$ cat config.mk
export PLATFORM = sky130hd
export DESIGN_NAME = truth_table_scanner
export DESIGN_NICKNAME = d
export VERILOG_FILES = /design/src/rtl/truth_table_scanner_pkg.sv /design/src/rtl/scan_settle_cnt.sv /design/src/rtl/truth_table_scanner.sv
export SDC_FILE = /design/constraint.sdc
export NUM_CORES = 1
export LEC_CHECK = 0
export ABC_AREA = 1
export CAP_MARGIN = 20
export CORE_UTILIZATION = 40
export CTS_CLUSTER_DIAMETER = 50
export CTS_CLUSTER_SIZE = 20
export DETAILED_ROUTE_END_ITERATION = 8
export PLACE_DENSITY = 0.68
export SKIP_CTS_REPAIR_TIMING = 1
export SYNTH_ARGS = -nofsm -noshare
export SYNTH_HDL_FRONTEND = slang
export SYNTH_SLANG_ARGS = --single-unit
$ cat constraint.sdc
create_clock -name clk -period 2.53 [get_ports clk]
set_input_delay 0.506 -clock clk [delete_from_list [all_inputs] [get_ports clk]]
set_output_delay 0.506 -clock clk [all_outputs]
set_load 0.03 [all_outputs]
$ cat src/rtl/truth_table_scanner_pkg.sv
// Shared types and constants for the truth-table scanner.
// States, settle-counter width and the table-width helper.
package truth_table_scanner_pkg;

  typedef enum logic [1:0] {
    IDLE,
    DRIVE,
    SAMPLE,
    DONE
  } state_t;

  localparam int CNT_W = 4;

  function automatic int tbl_w(input int n);
    return 1 << n;
  endfunction

endpackage

$ cat src/rtl/scan_settle_cnt.sv
// Settle counter: counts the hold cycles of one vector.
// With SETTLE = 0 no counter exists and tc is always high.
module scan_settle_cnt
  import truth_table_scanner_pkg::*;
#(
  parameter int SETTLE = 1
) (
  input  logic clk,
  input  logic rst_n,
  input  logic clr,
  input  logic en,
  output logic tc
);

  if (SETTLE == 0) begin : g_zero
    logic unused_in;
    assign unused_in = clk ^ rst_n ^ clr ^ en;
    assign tc = 1'b1;
  end else begin : g_cnt
    localparam logic [CNT_W-1:0] LAST = CNT_W'(SETTLE - 1);

    logic [CNT_W-1:0] cnt;

    always_ff @(posedge clk or negedge rst_n) begin
      if (!rst_n) begin
        cnt <= '0;
      end else if (clr) begin
        cnt <= '0;
      end else if (en) begin
        cnt <= cnt + 1'b1;
      end
    end

    // cnt = k-1 during the k-th drive cycle
    assign tc = (cnt == LAST);
  end

endmodule

$ cat src/rtl/truth_table_scanner.sv
// Drives all input vectors of a function and captures its truth table.
// Define SCAN_COMPARE_EN to enable compare against the expected mask.
module truth_table_scanner
  import truth_table_scanner_pkg::*;
#(
  parameter int N_IN   = 3,
  parameter int SETTLE = 1
) (
  input  logic                   clk,
  input  logic                   rst_n,
  input  logic                   start,
  input  logic                   abort,
  input  logic [tbl_w(N_IN)-1:0] expected,
  output logic [N_IN-1:0]        vec_o,
  input  logic                   s_i,
  output logic                   busy,
  output logic                   done,
  output logic [tbl_w(N_IN)-1:0] table_o,
  output logic                   mismatch,
  output logic [N_IN-1:0]        first_fail
);

  localparam int TW = tbl_w(N_IN);
  localparam logic [N_IN-1:0] LAST_IDX = '1;

  state_t state;
  state_t state_d;
  logic [N_IN-1:0] idx;
  logic [N_IN-1:0] idx_d;
  logic tc;
  logic last;
  logic accept;
  logic capture;
  logic busy_d;

  assign last    = (idx == LAST_IDX);
  assign accept  = (state == IDLE) && start && !abort;
  assign capture = (state == SAMPLE) && !abort;
  assign busy_d  = (state_d == DRIVE) || (state_d == SAMPLE);

  scan_settle_cnt #(
    .SETTLE(SETTLE)
  ) u_cnt (
    .clk  (clk),
    .rst_n(rst_n),
    .clr  (state != DRIVE),
    .en   (state == DRIVE),
    .tc   (tc)
  );

  always_comb begin
    state_d = state;
    idx_d   = idx;
    unique case (state)
      IDLE: begin
        if (accept) begin
          idx_d = '0;
          if (SETTLE == 0) state_d = SAMPLE;
          else             state_d = DRIVE;
        end
      end
      DRIVE: begin
        if (abort)   state_d = IDLE;
        else if (tc) state_d = SAMPLE;
      end
      SAMPLE: begin
        if (abort) begin
          state_d = IDLE;
        end else if (last) begin
          state_d = DONE;
        end else begin
          idx_d = idx + 1'b1;
          if (SETTLE == 0) state_d = SAMPLE;
          else             state_d = DRIVE;
        end
      end
      DONE:    state_d = IDLE;
      default: state_d = IDLE;
    endcase
  end

  // Outputs are registered from next-state so done lands with DONE
  always_ff @(posedge clk or negedge rst_n) begin
    if (!rst_n) begin
      state   <= IDLE;
      idx     <= '0;
      vec_o   <= '0;
      busy    <= 1'b0;
      done    <= 1'b0;
      table_o <= '0;
    end else begin
      state <= state_d;
      idx   <= idx_d;
      busy  <= busy_d;
      done  <= (state_d == DONE);
      vec_o <= busy_d ? idx_d : '0;
      if (accept) begin
        table_o <= '0;
      end else if (capture) begin
        table_o[idx] <= s_i;
      end
    end
  end

`ifdef SCAN_COMPARE_EN
  logic [TW-1:0] exp_q;

  always_ff @(posedge clk or negedge rst_n) begin
    if (!rst_n) begin
      exp_q      <= '0;
      mismatch   <= 1'b0;
      first_fail <= '0;
    end else if (accept) begin
      exp_q      <= expected;
      mismatch   <= 1'b0;
      first_fail <= '0;
    end else if (capture && !mismatch && (s_i != exp_q[idx])) begin
      mismatch   <= 1'b1;
      first_fail <= idx;
    end
  end
`else
  logic unused_expected;
  assign unused_expected = ^expected;
  assign mismatch   = 1'b0;
  assign first_fail = '0;
`endif

endmodule

# Word level (Yosys, flattened, before mapping)
# Cells that the tools add are included.
[word_totals]
regBits = 22
in_bits = 13
output_inout_bits = 17
elab_cells = 47
[op_classes]
n_addsub = 2
order_cmp = 2
n_eq_ne = 8
mux = 18
reduce_logical = 10
[ops]
columns = ["operator", "count"]
rows = [
  ["$mux W8", 2],
  ["$mux W3", 4],
  ["$mux W2", 5],
  ["$bwmux W8", 1],
  ["$eq A2 B2 Y1 const B", 4],
  ["$mux W4", 2],
  ["$pmux W2 S4", 1],
  ["$pmux W3 S2", 1],
  ["$add A4 B1 Y4 const B", 1],
  ["$eq A2 B1 Y1 const B", 2],
  ["$logic_and A1 B1 Y1", 4],
  ["$logic_not A4 Y1", 1],
  ["$lt A3 B4 Y1 const B", 1],
  ["$reduce_bool A2 Y1", 2],
  ["$add A3 B1 Y3 const B", 1],
  ["$demux W1 S3", 1],
  ["$eq A3 B3 Y1 const B", 1],
  ["$ge A3 B1 Y1 const B", 1],
  ["$logic_not A2 Y1", 1],
  ["$ne A2 B1 Y1 const B", 1],
  ["$logic_not A1 Y1", 1],
  ["$logic_or A1 B1 Y1", 1],
  ["$mux W1", 1],
]

# Logic depth before layout (Yosys ltp)
# Gate-level depths: netlist of run 1.
[logic_depth]
word_depth = 8
ltp_mapped = 8
mapped_depth_nobuf = 8

# Modules after synthesis
# From an unflattened synthesis of run 1, not the netlist that was laid out.
[hier_totals]
cells_unflattened = 167
hier_area_um2 = 1217.4
[modules_own_cells]
columns = ["mod", "instances", "cells_each", "area_per_inst_um2", "seq_area_each_um2"]
rows = [
  ["truth_table_scanner", 1, 140, 992.2, 450.4],
  ["scan_settle_cnt", 1, 27, 225.2, 100.1],
]

# Worst setup path before layout of run 1
# No wires, ideal clock.
[synth_timing]
path_type = "in2reg"
start = "in abort"
end = "reg vec_o[2]"
setup_time_ns = 0.080
arrival_ns = 1.356
path_slack_ns = 1.094
stages = 7
path_buffers = 1
cell_sequence = "inv_2 -> nand3_2 -> buf_6 -> nand3_1 -> ha_1 -> inv_1 -> nor3_2"
[synth_via]
elab_chain_len = 7
word_cells_on_any_way = 13
[synth_rtl]
columns = ["item", "line_no", "text"]
rows = [
  ["start, declared", "truth_table_scanner.sv:12", "input logic abort,"],
  ["$logic_not A1 Y1", "truth_table_scanner.sv:37", "assign accept = (state == IDLE) && start && !abort;"],
  ["$logic_and A1 B1 Y1", "truth_table_scanner.sv:37", ""],
  ["$mux W2", "truth_table_scanner.sv:56", "if (accept) begin"],
  ["$pmux W2 S4 (*)", "truth_table_scanner.sv:54", "unique case (state)"],
  ["via state_d[0]", "truth_table_scanner.sv:27", "state_t state_d;"],
  ["$eq A2 B1 Y1 or $eq A2 B2 Y1 (tied branches)", "truth_table_scanner.sv:39", "assign busy_d = (state_d == DRIVE) || (state_d == SAMPLE);"],
  ["$logic_or A1 B1 Y1 (*)", "truth_table_scanner.sv:39", ""],
  ["via busy_d", "truth_table_scanner.sv:34", "logic busy_d;"],
  ["$mux W3 (*)", "truth_table_scanner.sv:96", "vec_o <= busy_d ? idx_d : '0;"],
  ["end signal, assigned", "truth_table_scanner.sv:96", ""],
  ["end, declared", "truth_table_scanner.sv:14", "output logic [N_IN-1:0] vec_o,"],
]
# The timed path passes the listed nets; every way through them passes the cells marked *.
# A chain may end at the register's enable or synchronous reset.

# Worst setup path in the final report of run 1
[layout_timing]
start = "reg table_o[3]"
end = "out table_o[3]"
[layout_lines]
columns = ["item", "line_no", "text"]
rows = [
  ["start, declared", "truth_table_scanner.sv:18", "output logic [tbl_w(N_IN)-1:0] table_o,"],
  ["start signal, assigned by index", "truth_table_scanner.sv:100", "table_o[idx] <= s_i;"],
]
# No word-level cell between the ends.

==> flow_metrics.env, run 1 <==
export IMPL_drv_slew=0
export IMPL_grt_pass1_vias=962
export IMPL_port_buffers=17
export IMPL_finalHoldViolCount=0
export IMPL_path_buf_inv=1
export IMPL_ys_types=20
export IMPL_chipWidth_um=55.6
export IMPL_antenna_left=0
export IMPL_vias=910
export IMPL_outcome="complete, no violations"
export IMPL_dieHeight_um=55.6
export IMPL_required_ns=2.02
export IMPL_power_leakage_nw=0.723
export IMPL_globalplace_congestion=0.798
export IMPL_skew_ns=0.00955
export IMPL_fill_cells=257
export IMPL_synth_top_cell_by_area="dfrtp_1"
export IMPL_synth_area_sq_um=1150
export IMPL_async_reset_ff_share_pct=100
export IMPL_place_inst=191
export IMPL_ys_seq_area_share_pct=47.9
export IMPL_synth_edff_count=0
export IMPL_start_util_pct=42.1
export IMPL_dr_wl_met3_um=56
export IMPL_synth_commonest_cells="nand2_1 (38), dfrtp_1 (22), inv_1 (20)"
export IMPL_yosysMostFrequentCell="nand2_1"
export IMPL_start_kind="flip-flop"
export IMPL_cts_buffer_depth=2
export IMPL_crit_type="reg2out"
export IMPL_crit_family="buffers and inverters"
export IMPL_area_growth_pct=19.7
export IMPL_htree_num_levels=1
export IMPL_drive_gt1_share_pct=12.8
export IMPL_path_cells="clkdlybuf4s50_1"
export IMPL_n_antenna_cell=0
export IMPL_syn_inst=143
export IMPL_drc=0
export IMPL_cts_buffers_inserted=3
export IMPL_nNetsFinal=182
export IMPL_grt_max_degree=23
export IMPL_wl_per_cell_um=9.96
export IMPL_wl_met2_um=906
export IMPL_cts_tree="done"
export IMPL_grt_usage_pct=15.0
export IMPL_syn_avg_cell_area_sq_um=8.04
export IMPL_synth_top_area_share_pct=47.9
export IMPL_peakVddDrop_v=0.000433
export IMPL_grt_overflow=0
export IMPL_dp_hpwl_um=1460
export IMPL_grt_pass1_wl_um=3760
export IMPL_rows=19
export IMPL_antenna_found_initial=0
export IMPL_routed_wl_um=1940
export IMPL_min_period_over_period_pct=73.5
export IMPL_final_cells=195
export IMPL_arrival_ns=1.35
export IMPL_vias_per_cell=4.67
export IMPL_synth_seq_cells=22
export IMPL_max_cap_violations=0
export IMPL_wl_met1_um=951
export IMPL_crit_slowest_cell="clkdlybuf4s50_1"
export IMPL_core_area_sq_um=2730
export IMPL_period_needed_ns=1.86
export IMPL_cp_max_fo=2
export IMPL_setup_viol=0
export IMPL_p_total_w=0.000775
export IMPL_dieArea_sq_um=3090
export IMPL_fmax_mhz=538
export IMPL_min_path_type="reg2reg"
export IMPL_synth_area_leaders="dfrtp_1 (48%), nand2_1 (12%), inv_1 (6.5%)"
export IMPL_yosys_most_used_dff="dfrtp_1"
export IMPL_yosys_warnings=0
export IMPL_clk_pin_slew_worst_paths_ns=0.13
export IMPL_cpPeakStageDelay_ns=0.67
export IMPL_cts_root_buf="clkbuf_4"
export IMPL_top_layer_used="met4"
export IMPL_grt_setup_unrepaired="no"
export IMPL_pin_count=30
export IMPL_p_per_area_nw_per_um2=563
export IMPL_firstDrtPassIters=4
export IMPL_clk_latency_ns=0.31
export IMPL_endpoint_kind="primary output"
export IMPL_fin_tns_setup_ns=0
export IMPL_first_iter_violations=19
export IMPL_cts_sinks=22
worst paths after layout:
kind | startpoint | to | slack, ns | depth (start not counted)
worst max register to register | idx[0]$_DFF_PN0_ | vec_o[2]$_DFF_PN0_ | 0.95 | 6
worst min-delay path | u_cnt.g_cnt.cnt[0]$_DFF_PN0_ | u_cnt.g_cnt.cnt[0]$_DFF_PN0_ | 0.51 | 1
max in group asynchronous | rst_n | state[0]$_DFF_PN0_ | 1.77 | 2
worst max-delay path | table_o[3]$_DFFE_PN0P_ | table_o[3] | 0.67 | 1
min in group asynchronous | rst_n | table_o[3]$_DFFE_PN0P_ | 0.53 | 2
worst min register to register | u_cnt.g_cnt.cnt[0]$_DFF_PN0_ | u_cnt.g_cnt.cnt[0]$_DFF_PN0_ | 0.51 | 1
layout by cell type, fill, tap and decap left out:
cell type         n
clkdlybuf4s50_1  17
a21oi_2           1
conb_1            4
nand3_1          12
o21ai_1           5
o22ai_1           1
clkbuf_8          1
inv_2             3
nand2_2           4
clkbuf_4          3
nand3_2           2
buf_4             3
xor2_1            1
ha_1              4
o21bai_2          1
dfrtp_1          22
nor2_2            2
xnor2_1           1
nor3_2            1
nor2_1           18
inv_1            20
nand2_1          38
area by class of cell:
class | count | area, sq um | area share [%]
tap | 31 | 38.8 | 2.82
timing repair buffer | 20 | 193 | 14.0
multi-input combinational | 95 | 472 | 34.3
clock buffer | 4 | 36.3 | 2.64
sequential | 22 | 551 | 40.0
inverter | 23 | 86.3 | 6.27
where the power goes:
part / switching [W] / internal [W] / leakage, nW
sequential: 0.0000215 / 0.000377 / 0.302
combinational: 0.000118 / 0.0000644 / 0.399
clock: 0.000107 / 0.0000878 / 0.0210
total: 0.000246 / 0.000529 / 0.723
state kept, by name, summed over array words and instances, names as in the netlist:
signal / flops
vec_o: 3
busy: 1
idx: 3
state: 2
table_o: 8
done: 1
u_cnt.g_cnt.cnt: 4
metal layers:
| layer | vias up | global-route usage [%] |
|---|---|---|
| met5 | - | 0 |
| met4 | 0 | 6.07 |
| met1 | 418 | 18.7 |
| met3 | 4 | 2.56 |
| li1 | 473 | - |
| met2 | 15 | 25.8 |
cells by family (layout without fill, tap and decap cells):
group                    Yosys count  after routing  synth area share (%)
adder cells (fa/ha/maj)            4              4                  4.35
AND/OR/NAND/NOR                   77             77                  29.4
other                              1              4                 0.326
AO/OA/AOI/OAI                      8              8                  4.46
XOR/XNOR                           2              2                  1.52
buffers and inverters             29             47                  12.1
flip-flops                        22             22                  47.9
through the flow:
stage | hold slack (ns) | utilization (%) | cell area (sq um) | setup WS [ns]
2_1_floorplan | 0.210 | - | 1160 | 1.09
3_3_place_gp | 0.468 | 49.0 | 1340 | 0.522
3_5_place_dp | 0.492 | 49.0 | 1340 | 0.505
4_1_cts | 0.509 | 50.3 | 1380 | 0.659
5_1_grt | 0.532 | 50.3 | 1380 | 0.623
6_report | 0.510 | 50.3 | 1380 | 0.671
(Power assumes the default switching activity.)
==> run 2, diff against run 1 <==
Clock period 2.53 ns to 1.9 ns, I/O delays scaled along.
==> run 2 against run 1 <==
  * Die area stayed put
  * Register-to-register slack worse by 0.63 ns
  * Cell count is 0.51% higher
  * Total power is 33% higher
  * Worst setup slack worse by 0.52 ns
  * Hold slack worse by 0.11 ns
  * Critical endpoint is now table_o[4]
  * Largest power group unchanged
==> flow_metrics.env, run 2 (same netlist as run 1, synthesis figures left out) <==
export IMPL_wl_per_cell_um=10.1
export IMPL_vias=906
export IMPL_grt_max_degree=23
export IMPL_firstDrtPassIters=4
export IMPL_path_buf_inv=1
export IMPL_use_met1_pct=18.3
export IMPL_fill_cells=247
export IMPL_crit_family="buffers and inverters"
export IMPL_fin_util_pct=50.6
export IMPL_start_kind="flip-flop"
export IMPL_cts_sinks=22
export IMPL_cpPeakStageDelay_ns=0.68
export IMPL_period_needed_ns=1.75
export IMPL_rows=19
export IMPL_peakVddDrop_v=0.000688
export IMPL_drv_slew=0
export IMPL_required_ns=1.52
export IMPL_finalHoldViolCount=0
export IMPL_area_growth_pct=20.3
export IMPL_grt_pass1_wl_um=3550
export IMPL_seqCellArea_sq_um=551
export IMPL_chipWidth_um=55.6
export IMPL_drc=0
export IMPL_multi_input_area_sq_um=472
export IMPL_first_iter_violations=22
export IMPL_cts_buffer_depth=2
export IMPL_dieArea_sq_um=3090
export IMPL_min_period_over_period_pct=91.9
export IMPL_start_util_pct=42.1
export IMPL_met3_usage_pct=3.49
export IMPL_largest_register="table_o"
export IMPL_clk_latency_ns=0.31
export IMPL_grt_busiest_layer="met2"
export IMPL_grt_setup_unrepaired="no"
export IMPL_dp_hpwl_um=1500
export IMPL_reg_top3="table_o x8, u_cnt.g_cnt.cnt x4"
export IMPL_rr_startpoint="idx[0]$_DFF_PN0_"
export IMPL_routed_wl_um=1980
export IMPL_skew_ns=0.00848
export IMPL_path_cells="clkdlybuf4s50_1"
export IMPL_grt_pass1_vias=872
export IMPL_cts_tree="done"
export IMPL_globalplace_congestion=0.796
export IMPL_min_path_type="in2async"
export IMPL_fin_tns_setup_ns=0
export IMPL_core_area_sq_um=2730
export IMPL_grt_overflow=0
export IMPL_layout_commonest_cell="nand2_1"
export IMPL_arrival_ns=1.37
export IMPL_endpoint_kind="primary output"
export IMPL_grt_util_met2_pct=23.1
export IMPL_p_per_area_nw_per_um2=746
export IMPL_nNetsFinal=183
export IMPL_outcome="complete, no violations"
export IMPL_grt_usage_pct=14.4
export IMPL_clk_pin_slew_worst_paths_ns=0.12
export IMPL_cp_max_fo=2
export IMPL_htree_num_levels=1
export IMPL_crit_type="reg2out"
export IMPL_port_buffers=17
export IMPL_largest_register_ffs=8
export IMPL_n_antenna_cell=0
export IMPL_power_leakage_nw=0.727
export IMPL_crit_slowest_cell="clkdlybuf4s50_1"
export IMPL_cts_buffers_inserted=3
export IMPL_vias_per_cell=4.62
export IMPL_max_cap_violations=0
export IMPL_setup_viol=0
export IMPL_drive_gt1_share_pct=13.3
export IMPL_antenna_left=0
export IMPL_layout_common_cells="nand2_1 (38), dfrtp_1 (22), inv_1 (20)"
export IMPL_cts_root_buf="clkbuf_4"
export IMPL_dieHeight_um=55.6
export IMPL_antenna_found_initial=0
export IMPL_pin_count=30
export IMPL_crit_start="table_o[4]$_DFFE_PN0P_"
export IMPL_fmax_mhz=573
## run 2: per-stage QoR
step	std cells	setup WS, ns	instance area, sq um	hold WS [ns]	total power (W)
after global placement	192	0.0832	1350	0.467	0.000780
final	196	0.154	1380	0.400	0.00103
after CTS	196	0.143	1380	0.409	0.00105
after detailed placement	192	0.0608	1350	0.490	0.000787
after floorplan	146	0.494	1160	0.0844	0.000709
after global routing	196	0.110	1380	0.417	0.00110
## run 2: cell type report
class	count	share of cell area [%]
clock buffer	4	2.62
timing repair buffer	21	14.5
tap	31	2.80
inverter	23	6.24
sequential	22	39.8
multi-input combinational	95	34.1
## run 2: per-layer routing
| metal | routed length [um] | share of wire [%] | vias to the layer above |
|---|---|---|---|
| met1 | 939 | 47 | 416 |
| met5 | 0 | 0 | - |
| met2 | 921 | 46 | 15 |
| met3 | 75 | 3.8 | 6 |
| li1 | - | - | 469 |
| met4 | 46 | 2.3 | 0 |
## run 2: path summary, 6_finish.rpt
path / slack, ns / cells after the start / endpoint
min in group clk: 0.50 / 1 / u_cnt.g_cnt.cnt[0]$_DFF_PN0_
worst min register to register: 0.50 / 1 / u_cnt.g_cnt.cnt[0]$_DFF_PN0_
max in group asynchronous: 1.27 / 2 / idx[1]$_DFF_PN0_
worst max-delay path: 0.15 / 1 / table_o[4]
worst max register to register: 0.32 / 6 / vec_o[2]$_DFF_PN0_
worst min-delay path: 0.40 / 2 / table_o[3]$_DFFE_PN0P_
## run 2: power breakdown
group	internal [W]	switching [W]	total, W
clock	0.000117	0.000141	0.000258
combinational	0.0000869	0.000158	0.000245
sequential	0.000502	0.0000285	0.000530
